### config.mk
export PLATFORM = sky130hd
export DESIGN_NAME = pipe_stage_reg
export DESIGN_NICKNAME = d
export VERILOG_FILES = /design/src/rtl/cpu_pipe_pkg.sv /design/src/rtl/pipe_skid_slot.sv /design/src/rtl/pipe_stage_reg.sv
export SDC_FILE = /design/constraint.sdc
export NUM_CORES = 1
export LEC_CHECK = 0
export ABC_CLOCK_PERIOD_IN_PS = 1800
export CAP_MARGIN = 20
export CORE_MARGIN = 4
export CORE_UTILIZATION = 43
export CTS_BUF_LIST = sky130_fd_sc_hd__clkbuf_2
export CTS_CLUSTER_SIZE = 8
export DETAILED_ROUTE_END_ITERATION = 16
export PLACE_DENSITY = 0.83
export SLEW_MARGIN = 20
export SYNTH_ARGS = -nofsm -noshare
export SYNTH_HDL_FRONTEND = slang
export SYNTH_SLANG_ARGS = --single-unit
### constraint.sdc
create_clock -name CLK -period 1.8 [get_ports CLK]
set_clock_uncertainty 0.1 [all_clocks]
set_input_delay 0.36 -clock CLK [delete_from_list [all_inputs] [get_ports CLK]]
set_output_delay 0.36 -clock CLK [all_outputs]
set_load 0.01 [all_outputs]
### src/rtl/cpu_pipe_pkg.sv
// Shared pipeline definitions: word width, NOP encoding and stall counter width.
package cpu_pipe_pkg;

    localparam int WORD_W      = 32;
    localparam int STALL_CNT_W = 32;

    typedef logic [WORD_W-1:0] pipe_word_t;

    localparam pipe_word_t NOP_INSTR = 32'h0000_0000;

endpackage

### src/rtl/pipe_skid_slot.sv
// One valid+data holding register. Clear drops the valid bit but keeps the data,
// so a squashed slot still shows its last payload.
module pipe_skid_slot
    import cpu_pipe_pkg::*;
#(
    parameter int               WIDTH       = WORD_W,
    parameter logic [WIDTH-1:0] RESET_VALUE = {WIDTH{1'b0}}
) (
    input  logic             CLK,
    input  logic             RST_N,
    input  logic             load,
    input  logic             clear,
    input  logic [WIDTH-1:0] load_data,
    output logic             valid,
    output logic [WIDTH-1:0] data
);

    always_ff @(posedge CLK or negedge RST_N) begin
        if (!RST_N) begin
            valid <= 1'b0;
            data  <= RESET_VALUE;
        end else if (clear) begin
            valid <= 1'b0;
        end else if (load) begin
            valid <= 1'b1;
            data  <= load_data;
        end
    end

endmodule

### src/rtl/pipe_stage_reg.sv
// Pipeline register with valid/ready handshake, a one-entry skid buffer and flush.
// Define PIPE_STAGE_REG_PERF_EN to enable the saturating downstream-stall counter.
module pipe_stage_reg
    import cpu_pipe_pkg::*;
#(
    parameter int               WIDTH       = 32,
    parameter logic [WIDTH-1:0] RESET_VALUE = {WIDTH{1'b0}}
) (
    input  logic                   CLK,
    input  logic                   RST_N,
    input  logic                   flush,
    input  logic                   in_valid,
    output logic                   in_ready,
    input  logic [WIDTH-1:0]       in_data,
    output logic                   out_valid,
    input  logic                   out_ready,
    output logic [WIDTH-1:0]       out_data,
    output logic [STALL_CNT_W-1:0] perf_stall_cnt
);

    // Handshake: a beat moves on a CLK edge where valid && ready are both 1 on that side.
    // in_ready is the inverted skid valid flop, so it never depends on out_ready.
    logic             main_valid, skid_valid;
    logic [WIDTH-1:0] main_data, skid_data;
    logic             accept_in, drain;
    logic             main_load, main_clear, skid_load, skid_clear;
    logic [WIDTH-1:0] main_load_data;

    assign in_ready  = !skid_valid;
    assign out_valid = main_valid;
    assign out_data  = main_data;
    assign accept_in = in_valid && in_ready;
    assign drain     = !main_valid || out_ready;

    always_comb begin
        main_load      = 1'b0;
        main_clear     = 1'b0;
        skid_load      = 1'b0;
        skid_clear     = 1'b0;
        main_load_data = skid_valid ? skid_data : in_data;
        if (flush) begin
            main_clear = 1'b1;
            skid_clear = 1'b1;
        end else if (drain) begin
            // The skid beat is older than anything upstream, so it goes first.
            if (skid_valid) begin
                main_load  = 1'b1;
                skid_clear = 1'b1;
            end else if (accept_in) begin
                main_load = 1'b1;
            end else begin
                main_clear = 1'b1;
            end
        end else if (accept_in) begin
            skid_load = 1'b1;
        end
    end

    pipe_skid_slot #(.WIDTH(WIDTH), .RESET_VALUE(RESET_VALUE)) u_main (
        .CLK      (CLK),
        .RST_N    (RST_N),
        .load     (main_load),
        .clear    (main_clear),
        .load_data(main_load_data),
        .valid    (main_valid),
        .data     (main_data)
    );

    pipe_skid_slot #(.WIDTH(WIDTH), .RESET_VALUE(RESET_VALUE)) u_skid (
        .CLK      (CLK),
        .RST_N    (RST_N),
        .load     (skid_load),
        .clear    (skid_clear),
        .load_data(in_data),
        .valid    (skid_valid),
        .data     (skid_data)
    );

`ifdef PIPE_STAGE_REG_PERF_EN
    logic [STALL_CNT_W-1:0] stall_cnt;

    // Flush does not clear the counter; only reset does.
    always_ff @(posedge CLK or negedge RST_N) begin
        if (!RST_N) begin
            stall_cnt <= '0;
        end else if (main_valid && !out_ready && (stall_cnt != {STALL_CNT_W{1'b1}})) begin
            stall_cnt <= stall_cnt + 1'b1;
        end
    end

    assign perf_stall_cnt = stall_cnt;
`else
    assign perf_stall_cnt = '0;
`endif

endmodule
==> summary.txt, run 1 <==
status = complete, but fails checks
failing checks = setup timing
TritonCTS clock tree = built
die height = 95.10 microns
RSZ-0062 raised after global routing = true
Finished Cell Area = 0.004228 sq mm
max capacitance violation total = 0
Hold Violations, Final = 0
crit path capture type = register
routed via count = 1885
Yosys top cell by area = dfrtp_1
vias in the first global route = 1933
final setup fails = 5
Num CTS Buffers = 9
clock buffer depth = 2
number of fill cells in the layout = 607
Non-Filler Instances = 412
cell count after synthesis = 213
DP HPWL = 4330 microns
CTS sink count = 66
drt first pass iters = 3
Starting DRT DRC Count = 30
FF/Latch Area = 0.001653 sq mm
area delta synth->final = 29.61%
clock-pin slew on the worst setup and hold paths = 0.19 ns
Synth top area share = 0.5063
share of cells above drive strength 1 = 0.4441
register area share after synthesis = 0.5063
ranking of synthesized cells by area = dfrtp_1, mux2_2, mux2_4
Final #Nets = 345
Max H-tree Level = 3
type of the most critical hold path = primary input to async pin
setup TNS = -0.04344 ns
placed insts = 383
initial antenna violation count = 0
Leak = 1.928 nW
row count = 31
Finished Core Util = 0.5767
vias per cell = 4.575
Max Slew Vio Count = 0
distinct cell type count after synthesis = 17
Placeable Area = 0.007331 sq mm
num ports = 103
CP arrival = 2.08 ns
clock tree root driver cell = clkbuf_2
worst path cell trace = buf_6 -> and2b_2 -> nor3_4 -> buf_4 -> clkbuf_16 -> mux2_2
fin worst setup slack = -0.01296 ns
wire length per cell = 15.45 microns
first-pass GRT wire length = 9770 microns
Psw = 1.043 mW
Die Area = 0.009043 sq mm
pre-CTS setup slack = -0.3669 ns
area taken by multi-input logic gates = 0.001390 sq mm
yosys warns = 0
DRC viols = 0
fin crit period = 1.813 ns
Seq cells post-synth = 66
die width = 95.10 microns
CP delay by family, top = buffers and inverters
mapped cell area = 0.003262 sq mm
crit path max fanout = 11
gr usage total = 0.1447
dpl cell area = 0.003981 sq mm
Max Clk Rate = 551.6 MHz
clock network power share = 0.249
WS Path Type = register to register
CP Launch Type = register
largest net degree at the start of global routing = 47
PwrDens = 933.4 mW/mm^2
Skew-Pair Late Insertion Delay = 0.47 ns
Slowest cell on crit path = dfrtp_1
Final period util = 1.007
final wirelength = 6367 microns
Sequential Power Share = 0.498
Mapped Avg Cell Area = 15.31 sq um
CP Buf/Inv Count = 3
Peak supply drop = 0.4045 mV
Initial Utilization = 0.4450
Switching Share = 0.2643
Critical Path RT = 2.07 ns
ant diodes = 0
CP peak stage delay = 0.42 ns
DRT antenna net count = 0
Port Buffer Count = 70
GRT overflow = 0
Gate power share = 0.253
Pint = 2.903 mW
routability congestion estimate from global placement = 0.7347
[worst min-delay path, stage by stage]
cell and delay, ns:
dlygate4sd3_1 0.53, buf_2 0.14, buf_12 0.25
[per-layer routing]
metal,part of all wire,up-vias,track usage
li1,-,870,-
met1,0.45,947,0.1840
met2,0.49,61,0.2257
met3,0.061,7,0.05051
met4,0.0083,0,0.05769
met5,0,-,0
[final timing paths]
kind	start	to	slack [ns]	cells after the start
hold reg to reg	u_main.data[3]$_DFFE_PN0P_	u_main.data[3]$_DFFE_PN0P_	0.42	1
hold / removal	RST_N	u_skid.data[1]$_DFFE_PN0P_	0.30	3
min in group CLK	in_data[6]	u_skid.data[6]$_DFFE_PN0P_	0.41	2
setup reg to reg	u_main.valid$_DFFE_PN0P_	u_main.data[16]$_DFFE_PN0P_	-0.01	6
max in group asynchronous	RST_N	u_skid.valid$_DFFE_PN0P_	1.04	3
setup / recovery	u_main.valid$_DFFE_PN0P_	u_main.data[16]$_DFFE_PN0P_	-0.01	6
[cell usage after synthesis (all sizes together)]
cell type	count
a21oi	1
and2b	1
buf	41
clkbuf	1
conb	1
dfrtp	66
inv	1
mux2	96
nand2b	1
nor2	1
nor3	2
nor4b	1
[per-stage QoR]
step | total power, mW | hold slack [ns]
final | 3.946 | 0.2996
after global routing | 4.186 | 0.2567
after CTS | 3.971 | 0.2597
after detailed placement | 3.049 | 0.2783
after global placement | 3.011 | 0.2784
after floorplan | 2.590 | -0.03559
[cell families (layout without fill, tap and decap cells)]
logic type             Yosys count  after routing  share of synthesized area
muxes                           96             96                     0.3659
and+or+nand+nor                  6              6                    0.02186
AOI/OAI and AO/OA                1              1                   0.001533
buffers and inverters           43            112                     0.1032
DFF                             66             66                     0.5063
other                            1             32                   0.001150
[final cells by class]
class / instances / area share
multi-input cells: 135 / 0.3288
clock buffers: 10 / 0.01184
inverters: 1 / 0.0008878
repair buffers: 95 / 0.2190
clock inverters: 6 / 0.01924
flip-flops and latches: 66 / 0.3909
well taps: 99 / 0.02930
[placed cells by master (no fill, tap or decap), types with 6 or more instances in the layout]
cell type / instances
buf_4: 14
buf_6: 6
clkbuf_2: 10
clkdlybuf4s50_1: 35
conb_1: 32
dfrtp_1: 65
dlygate4sd2_1: 34
mux2_2: 64
mux2_4: 30
[power by group through the flow]
stage          combinational, mW  clock, mW  sequential [mW]
5_1_grt                     1.09       1.09             2.01
3_5_place_dp                1.05          0             2.00
6_report                   0.998      0.983             1.97
4_1_cts                    0.986       1.02             1.97
3_3_place_gp                1.02          0             1.99
2_1_floorplan              0.564          0             2.03
[what timing repair did]
item	CTS	global route
endpoints found under the setup margin	34	46
resized for setup	34	6
setup buffers	6	4
cloned	0	2
pin swaps	0	1
hold buffers	1	0
hold endpoints to repair	66	0
[state kept, by name (all words and copies together), names as in the netlist]
signal and cells:
u_main.data 32, u_skid.data 32, u_main.valid 1, u_skid.valid 1
Note: power is estimated with default switching activity, not from simulation.
==> run 2: changes to the inputs <==
Settings changed: SLEW_MARGIN 20 to unset.
==> results of run 2 <==
The final DEF is identical to that of run 1; final timing and power are the same.
